[config.mk]
export PLATFORM = sky130hd
export DESIGN_NAME = result_drain_flat
export DESIGN_NICKNAME = d
export VERILOG_FILES = /design/src/rtl/result_drain_if.sv /design/src/rtl/result_drain.sv /design/src/flat_wrapper.sv
export SDC_FILE = /design/constraint.sdc
export NUM_CORES = 1
export LEC_CHECK = 0
export CAP_MARGIN = 30
export CELL_PAD_IN_SITES_DETAIL_PLACEMENT = 2
export CELL_PAD_IN_SITES_GLOBAL_PLACEMENT = 2
export CORE_MARGIN = 2
export CORE_UTILIZATION = 22
export CTS_CLUSTER_SIZE = 14
export DETAILED_ROUTE_END_ITERATION = 10
export PLACE_DENSITY_LB_ADDON = 0.1
export SLEW_MARGIN = 20
export SYNTH_ARGS = -nofsm -noshare
export SYNTH_HDL_FRONTEND = slang
export SYNTH_SLANG_ARGS = --single-unit
[constraint.sdc]
create_clock -name clk -period 6.25 [get_ports clk]
set_input_delay 1.875 -clock clk [delete_from_list [all_inputs] [get_ports clk]]
set_output_delay 1.875 -clock clk [all_outputs]
set_load 0.02 [all_outputs]
[src/rtl/result_drain_if.sv]
// Writeback stream from result_drain toward the result memory.
//   wb_data   : result word
//   wb_addr   : {col, row} tag, column in the MSBs
//   wb_valid  : beat present
//   wb_ready  : downstream accepts on wb_valid && wb_ready at a rising edge
//   wb_parity : even parity over {wb_addr, wb_data} (RESULT_DRAIN_PARITY_EN only)
// master = drain side, slave = result memory side.
interface result_drain_if #(
  parameter int DW = 32,
  parameter int AW = 6
);
  logic [DW-1:0] wb_data;
  logic [AW-1:0] wb_addr;
  logic          wb_valid;
  logic          wb_ready;
`ifdef RESULT_DRAIN_PARITY_EN
  logic          wb_parity;

  modport master (output wb_data, wb_addr, wb_valid, wb_parity, input wb_ready);
  modport slave  (input wb_data, wb_addr, wb_valid, wb_parity, output wb_ready);
`else
  modport master (output wb_data, wb_addr, wb_valid, input wb_ready);
  modport slave  (input wb_data, wb_addr, wb_valid, output wb_ready);
`endif
endinterface

[src/rtl/result_drain.sv]
// result_drain: round-robin drain of the COLS per-column output buffers of the
// systolic array. Each grant pops one result, tags it with {col, row} and
// registers it onto a single valid/ready writeback stream. done pulses once
// all COLS*ROWS results of the tile have been accepted downstream.
//
// Ports:
//   clk, rstn    : clock, asynchronous active-low reset
//   start        : arm a new tile (IDLE only)
//   col_r        : head result of each column buffer
//   col_rvalid   : column buffer holds an unread result
//   col_read     : one-hot pop strobe (combinational)
//   wb           : writeback stream (result_drain_if.master)
//   busy         : high while draining
//   done         : one-cycle pulse after the last acceptance
//
// Optional feature: define RESULT_DRAIN_PARITY_EN to add wb.wb_parity.

// Per-column row counter; saturates at ROWS so a buffer that over-delivers
// is masked from arbitration for the rest of the tile.
module result_drain_col #(
  parameter int RW = 3
) (
  input  logic          clk,
  input  logic          rstn,
  input  logic          clr,
  input  logic          pop,
  input  logic          rvalid,
  output logic [RW-1:0] row_idx,
  output logic          eligible
);
  logic [RW:0] row_cnt;

  always_ff @(posedge clk or negedge rstn) begin
    if (!rstn)                    row_cnt <= '0;
    else if (clr)                 row_cnt <= '0;
    else if (pop && !row_cnt[RW]) row_cnt <= row_cnt + 1'b1;
  end

  // ROWS is a power of two, so the MSB alone marks "all rows delivered".
  assign eligible = rvalid && !row_cnt[RW];
  assign row_idx  = row_cnt[RW-1:0];
endmodule

module result_drain #(
  parameter int COLS     = 8,
  parameter int ROWS     = 8,
  parameter int OUTWIDTH = 32
) (
  input  logic                clk,
  input  logic                rstn,
  input  logic                start,
  input  logic [OUTWIDTH-1:0] col_r [COLS],
  input  logic [COLS-1:0]     col_rvalid,
  output logic [COLS-1:0]     col_read,
  result_drain_if.master      wb,
  output logic                busy,
  output logic                done
);
  localparam int CW = $clog2(COLS);
  localparam int RW = $clog2(ROWS);
  localparam int TW = $clog2(COLS*ROWS) + 1;
  localparam logic [TW-1:0] LAST = TW'(COLS*ROWS - 1);

  typedef enum logic [1:0] {IDLE, DRAIN, DONE} state_t;

  state_t                     state;
  logic [CW-1:0]              ptr;
  logic [TW-1:0]              total;
  logic [COLS-1:0]            eligible;
  logic [COLS-1:0][RW-1:0]    row_idx;
  logic                       clr;
  logic                       accept;
  logic                       out_free;
  logic                       gnt_found;
  logic [CW-1:0]              gnt_idx;
  logic [CW-1:0]              cand;
  logic                       grant;
  logic [CW+RW-1:0]           nxt_addr;

  assign clr      = (state == IDLE) && start;
  assign accept   = wb.wb_valid && wb.wb_ready;
  assign out_free = !wb.wb_valid || wb.wb_ready;

  result_drain_col #(.RW(RW)) u_col [COLS-1:0] (
    .clk      (clk),
    .rstn     (rstn),
    .clr      (clr),
    .pop      (col_read),
    .rvalid   (col_rvalid),
    .row_idx  (row_idx),
    .eligible (eligible)
  );

  // First eligible column at or after ptr; index arithmetic wraps mod COLS.
  always_comb begin
    gnt_found = 1'b0;
    gnt_idx   = '0;
    cand      = '0;
    for (int i = 0; i < COLS; i++) begin
      cand = ptr + CW'(i);
      if (!gnt_found && eligible[cand]) begin
        gnt_found = 1'b1;
        gnt_idx   = cand;
      end
    end
  end

  assign grant    = (state == DRAIN) && out_free && gnt_found;
  assign nxt_addr = {gnt_idx, row_idx[gnt_idx]};

  always_comb begin
    col_read = '0;
    if (grant) col_read[gnt_idx] = 1'b1;
  end

  always_ff @(posedge clk or negedge rstn) begin
    if (!rstn) begin
      state       <= IDLE;
      ptr         <= '0;
      total       <= '0;
      busy        <= 1'b0;
      done        <= 1'b0;
      wb.wb_valid <= 1'b0;
      wb.wb_data  <= '0;
      wb.wb_addr  <= '0;
`ifdef RESULT_DRAIN_PARITY_EN
      wb.wb_parity <= 1'b0;
`endif
    end else begin
      // Output register: reload on grant (covers back-to-back), drop on a
      // bare acceptance, otherwise hold (back-pressure).
      if (grant) begin
        wb.wb_valid <= 1'b1;
        wb.wb_data  <= col_r[gnt_idx];
        wb.wb_addr  <= nxt_addr;
`ifdef RESULT_DRAIN_PARITY_EN
        wb.wb_parity <= ^{nxt_addr, col_r[gnt_idx]};
`endif
        ptr <= gnt_idx + 1'b1;
      end else if (accept) begin
        wb.wb_valid <= 1'b0;
      end

      if (accept) total <= total + 1'b1;

      case (state)
        IDLE: if (start) begin
          state <= DRAIN;
          busy  <= 1'b1;
          ptr   <= '0;
          total <= '0;
        end
        DRAIN: if (accept && total == LAST) begin
          state <= DONE;
          busy  <= 1'b0;
          done  <= 1'b1;
        end
        DONE: begin
          done  <= 1'b0;
          state <= IDLE;
        end
        default: state <= IDLE;
      endcase
    end
  end
endmodule

[src/flat_wrapper.sv]
// flat-port wrapper written by rule: the top's interface ports become plain ports
module result_drain_flat 
#(
  parameter int COLS     = 8,
  parameter int ROWS     = 8,
  parameter int OUTWIDTH = 32
)
  (clk, rstn, start, col_r, col_rvalid, col_read, busy, done, wb_wb_data, wb_wb_addr, wb_wb_valid, wb_wb_ready);
  result_drain_if wb_i ();
  input  logic clk;
  input  logic rstn;
  input  logic start;
  input  logic [OUTWIDTH-1:0] col_r[COLS];
  input  logic [COLS-1:0] col_rvalid;
  output logic [COLS-1:0] col_read;
  output logic busy;
  output logic done;
  output wire logic [$bits(wb_i.wb_data)-1:0] wb_wb_data;
  output wire logic [$bits(wb_i.wb_addr)-1:0] wb_wb_addr;
  output wire logic [$bits(wb_i.wb_valid)-1:0] wb_wb_valid;
  input wire logic [$bits(wb_i.wb_ready)-1:0] wb_wb_ready;
  assign wb_wb_data = wb_i.wb_data;
  assign wb_wb_addr = wb_i.wb_addr;
  assign wb_wb_valid = wb_i.wb_valid;
  assign wb_i.wb_ready = wb_wb_ready;
  result_drain #(.COLS(COLS), .ROWS(ROWS), .OUTWIDTH(OUTWIDTH)) u_core (.clk(clk), .rstn(rstn), .start(start), .col_r(col_r), .col_rvalid(col_rvalid), .col_read(col_read), .wb(wb_i), .busy(busy), .done(done));
endmodule
==> results <==
- The count of unique library cells instantiated by Yosys is a little over 60.
- The worst slack at placement is -1.11 ns.
- The flow ran to the end, and the final reports show no timing, DRC or antenna violations.
- Synthesis handed over a netlist of between 700 and 800 instances.
- The highest clock rate is 160 MHz.
- The startpoint identified for the worst register-to-register timing path is u_core.ptr[1].
- When the netlist entered floorplanning its net count stood at ~1000.
- The type of the worst setup path is in -> out.
- The mean number of vias per cell is around 5.
- For this run, the post-layout net count is around 1400.
- The number of storage elements in the synthesis netlist is 85.
- The worst setup path is launched from an input pin.
- The detailed router placed around 7600 vias in this run.
- The global placement routability congestion is 0.865.
- The first global-routing pass estimated between 50000 and 60000 um of wire.
- Setup repair after global routing could not meet its margin everywhere.
- For the final database, setup skew stands at 0.0144 ns.
- The count of port buffers added during placement is ~320.
- The number of cells in the finished layout apart from fillers is between 1500 and 2000.
- The clock slew at the register clock pins of the worst setup and hold paths is ~0.07 ns.
- The number of cells after detailed placement is approximately 1500.
- The startpoint of the worst hold path is u_core.u_col[5].row_cnt[2].
- The layout has roughly 3400 filler cells.
- Counting instances in the post-synthesis netlist gives the leading cell types as sky130_fd_sc_hd__dfrtp_1, sky130_fd_sc_hd__nor2_1, sky130_fd_sc_hd__nor3_1, sky130_fd_sc_hd__mux2i_1.
- The amount of wire on met3 after detailed routing is ~2100 um.
- The total power density per cell area is 669 mW/mm^2.
- The number of iterations in the first detailed-routing pass is 4.
- The endpoint of the worst hold-timing path is u_core.u_col[5].row_cnt[2].
- Relative to the synthesized area, the layout overhead comes to 67.8%.
- The transition time of the tightest slew-check pin is slightly below 0.8 ns.
- For this block, the initial DRC count from the detailed router was around 260.
- The worst hold path cell count is 1.
- The required time of the critical path is about 4.4 ns.
- The share of the Yosys chip area taken by registers is roughly 30%.
- The max-slew violation count is 0.
- The clock tree synthesis step divided the H-tree into 3 levels.
- The commonest register cell after synthesis is sky130_fd_sc_hd__dfrtp_1.
- The largest fanout on the critical path is 7.
- The die is 184 um tall.
- The count of cells along the worst register-to-register path is 15.
- Once detail routing completed, the nets flagged for antenna violations numbered 0.
- The fraction of synthesized cell area taken by the top area cell type is 29.9%.
- The hold buffer count at cts is 0.
- Once detailed placement completed, the half-perimeter wirelength came to approximately 28000 um.
- The row count is 65.
- The sequential cells in the finished layout cover a total of 0.00213 sq mm.
- The clock period could shrink to between 6 and 7 ns.
- The number of enable-type register cells in the synthesized netlist is 0.
- The post-layout worst setup margin is ~0.012 ns.
- The overall die area is ~0.034 sq mm.
- The largest net degree at the start of global routing is just under 100.
- The number of global-route vias before repair is a little over 8000.
- The number of ports placed on the die boundary is about 320.
- Max-cap violations in this run came to 0.
- The final number of setup-violating endpoints is 0.
- The number of antenna violations at the first check in global routing came to 7.
- The routed length on met2 is approximately 19000 um.
- The finished layout cell area is between 0.01 and 0.015 sq mm.
- The clock insertion delay at the later pin of the skew report is approximately 0.36 ns.
- The placeable core region is about 0.032 sq mm.
- The chip width is ~180 um.
- The final number of hold-violating endpoints is 0.
- The met1 wire length is approximately 14000 um.
- A synthesized cell averages between 9 and 10 sq um.
- The leading area contributor after synthesis is sky130_fd_sc_hd__dfrtp_1.
- The fraction of final layout cells sized beyond drive strength 1 is 25.8%.
- The total overflow left after global routing is 0.
- The most frequent cell after synthesis is sky130_fd_sc_hd__dfrtp_1.
- The ratio of final minimum period to clock period is between 90% and 100%.
- The worst-case register-to-register setup slack is 1.86 ns.
- The initial core utilization is between 20 and 25%.
- The Yosys step of the flow raised 0 warnings.
- Global routing used a little over a fifth of the available tracks across all layers.
- The clock net in this run drives a total of 85 sinks.
- Headroom to the max-slew limit came out at 47.4%.
- The remaining routing DRC violations is 0.
- Dividing the detail-routed wire length by the instance count gives between 20 and 25 um.
- The reg-to-reg critical path endpoint is u_core.wb.wb_data[4].
- The CTS root buffer is sky130_fd_sc_hd__clkbuf_16.
- By area the synthesized netlist is led by sky130_fd_sc_hd__dfrtp_1, sky130_fd_sc_hd__mux2i_1, sky130_fd_sc_hd__mux2_2.
- In this run the cell area of the synthesized design comes to ~0.0071 sq mm.
- Summing all multi-input logic gate instances after layout gives just under 0.005 sq mm.
- The final core utilization is between 30% and 40%.
- The TritonCTS clock tree is built.
- The sort of element at the end of the critical path is an output pin.
- No sink is reached through more buffers than the 2 on the longest clock path.
- The arrival time reported for the critical path endpoint is ~4.4 ns.
- TritonCTS created 9 clock buffers.
- In this run the worst hold path is classified as reg -> reg.
- Of all flip-flops after synthesis, the portion carrying an async set or reset was 100%.
- Wires add up to 36000 um.
- The smallest hold slack is between 0.5 and 0.6 ns.
- The top layer used by detailed routing is met5.
- For this design the static power due to leakage is between 4 and 5 nW.
- The standard cell area after detailed placement is between 0.01 and 0.015 sq mm.
- The largest vdd supply drop is 343 uV.
final cells by class:
cell class                 count  share of cell area (%)
sequential                    85                    17.8
clock inverter                 5                   0.503
timing repair buffer         421                    33.8
inverter                      18                   0.566
multi-input combinational    587                    41.1
clock buffer                  11                    2.03
tap                          402                    4.21
antenna                        1                  0.0210
worst max path at each step:
| stage | from | end | depth (start not counted) |
|---|---|---|---|
| after floorplan | col_rvalid[7] | col_read[5] | 13 |
| after global placement | col_rvalid[7] | col_read[3] | 9 |
| after detailed placement | col_rvalid[7] | col_read[3] | 10 |
| after CTS | col_rvalid[5] | col_read[6] | 13 |
| after global routing | col_rvalid[6] | col_read[4] | 14 |
| final | col_rvalid[6] | col_read[4] | 14 |
metrics by stage:
stage	power (mW)	setup TNS, ns
2_1_floorplan	4.91	0
3_3_place_gp	6.74	-6.78
3_5_place_dp	6.80	-7.48
4_1_cts	7.68	-0.00846
5_1_grt	8.60	-0.776
6_report	7.99	0
where the power goes:
| part | leakage [nW] | total [mW] | switching (mW) | internal (mW) |
|---|---|---|---|---|
| Combinational | 3.80 | 6.47 | 3.43 | 3.04 |
| Clock | 0.146 | 0.567 | 0.245 | 0.322 |
| Sequential | 1.03 | 0.952 | 0.170 | 0.783 |
registers in the layout (all words and copies together), names as in the netlist:
register              flops
u_core.ptr                3
u_core.u_col.row_cnt     32
u_core.state              2
u_core.wb.wb_valid        1
u_core.done               1
u_core.total              7
u_core.busy               1
u_core.wb.wb_data        32
u_core.wb.wb_addr         6
layout by cell type (no fill, tap or decap), drive strengths merged, types with 17 or more instances in the layout:
master | synthesis | routed
nor3 | 74 | 74
buf | 53 | 121
nand2 | 26 | 26
clkdlybuf4s50 | 0 | 299
mux2i | 57 | 57
o221ai | 36 | 36
mux4 | 19 | 19
dfrtp | 85 | 85
nor2 | 77 | 77
a211o | 35 | 35
or2 | 36 | 36
mux2 | 39 | 39
a211oi | 38 | 38
inv | 17 | 17
critical path: stages:
cell and delay, ns:
sky130_fd_sc_hd__buf_8 0.10, sky130_fd_sc_hd__nor3b_4 0.16, sky130_fd_sc_hd__buf_4 0.16, sky130_fd_sc_hd__a2111oi_4 0.30
sky130_fd_sc_hd__mux4_2 0.32, sky130_fd_sc_hd__nand4_1 0.18, sky130_fd_sc_hd__buf_4 0.20, sky130_fd_sc_hd__a21oi_1 0.20
sky130_fd_sc_hd__o32a_1 0.25, sky130_fd_sc_hd__buf_6 0.17, sky130_fd_sc_hd__nand4_1 0.11, sky130_fd_sc_hd__buf_4 0.17
sky130_fd_sc_hd__inv_1 0.05, sky130_fd_sc_hd__buf_4 0.13
cells by family after synthesis:
| kind of cell | count (synthesis) | share of synthesized area [%] |
|---|---|---|
| flip-flops | 85 | 29.9 |
| AO/OA/AOI/OAI | 166 | 18.2 |
| buffers and inverters | 89 | 6.70 |
| XOR/XNOR | 20 | 2.78 |
| multiplexers | 115 | 20.4 |
| adder cells (fa/ha/maj) | 11 | 1.93 |
| AND/OR/NAND/NOR | 274 | 20.1 |
metal layers:
metal | global-route usage [%] | vias to the layer above
li1 | - | 3584
met1 | 24.5 | 3815
met2 | 38.8 | 194
met3 | 5.84 | 38
met4 | 4.16 | 8
met5 | 0 | -
repair_timing:
item | in CTS | in global routing
gates cloned | 1 | 0
buffers inserted | 18 | 25
pin swaps | 20 | 14
setup endpoints to repair | 8 | 8
gates resized for setup | 119 | 42
No activity file was read; power rests on OpenSTA's default activity.
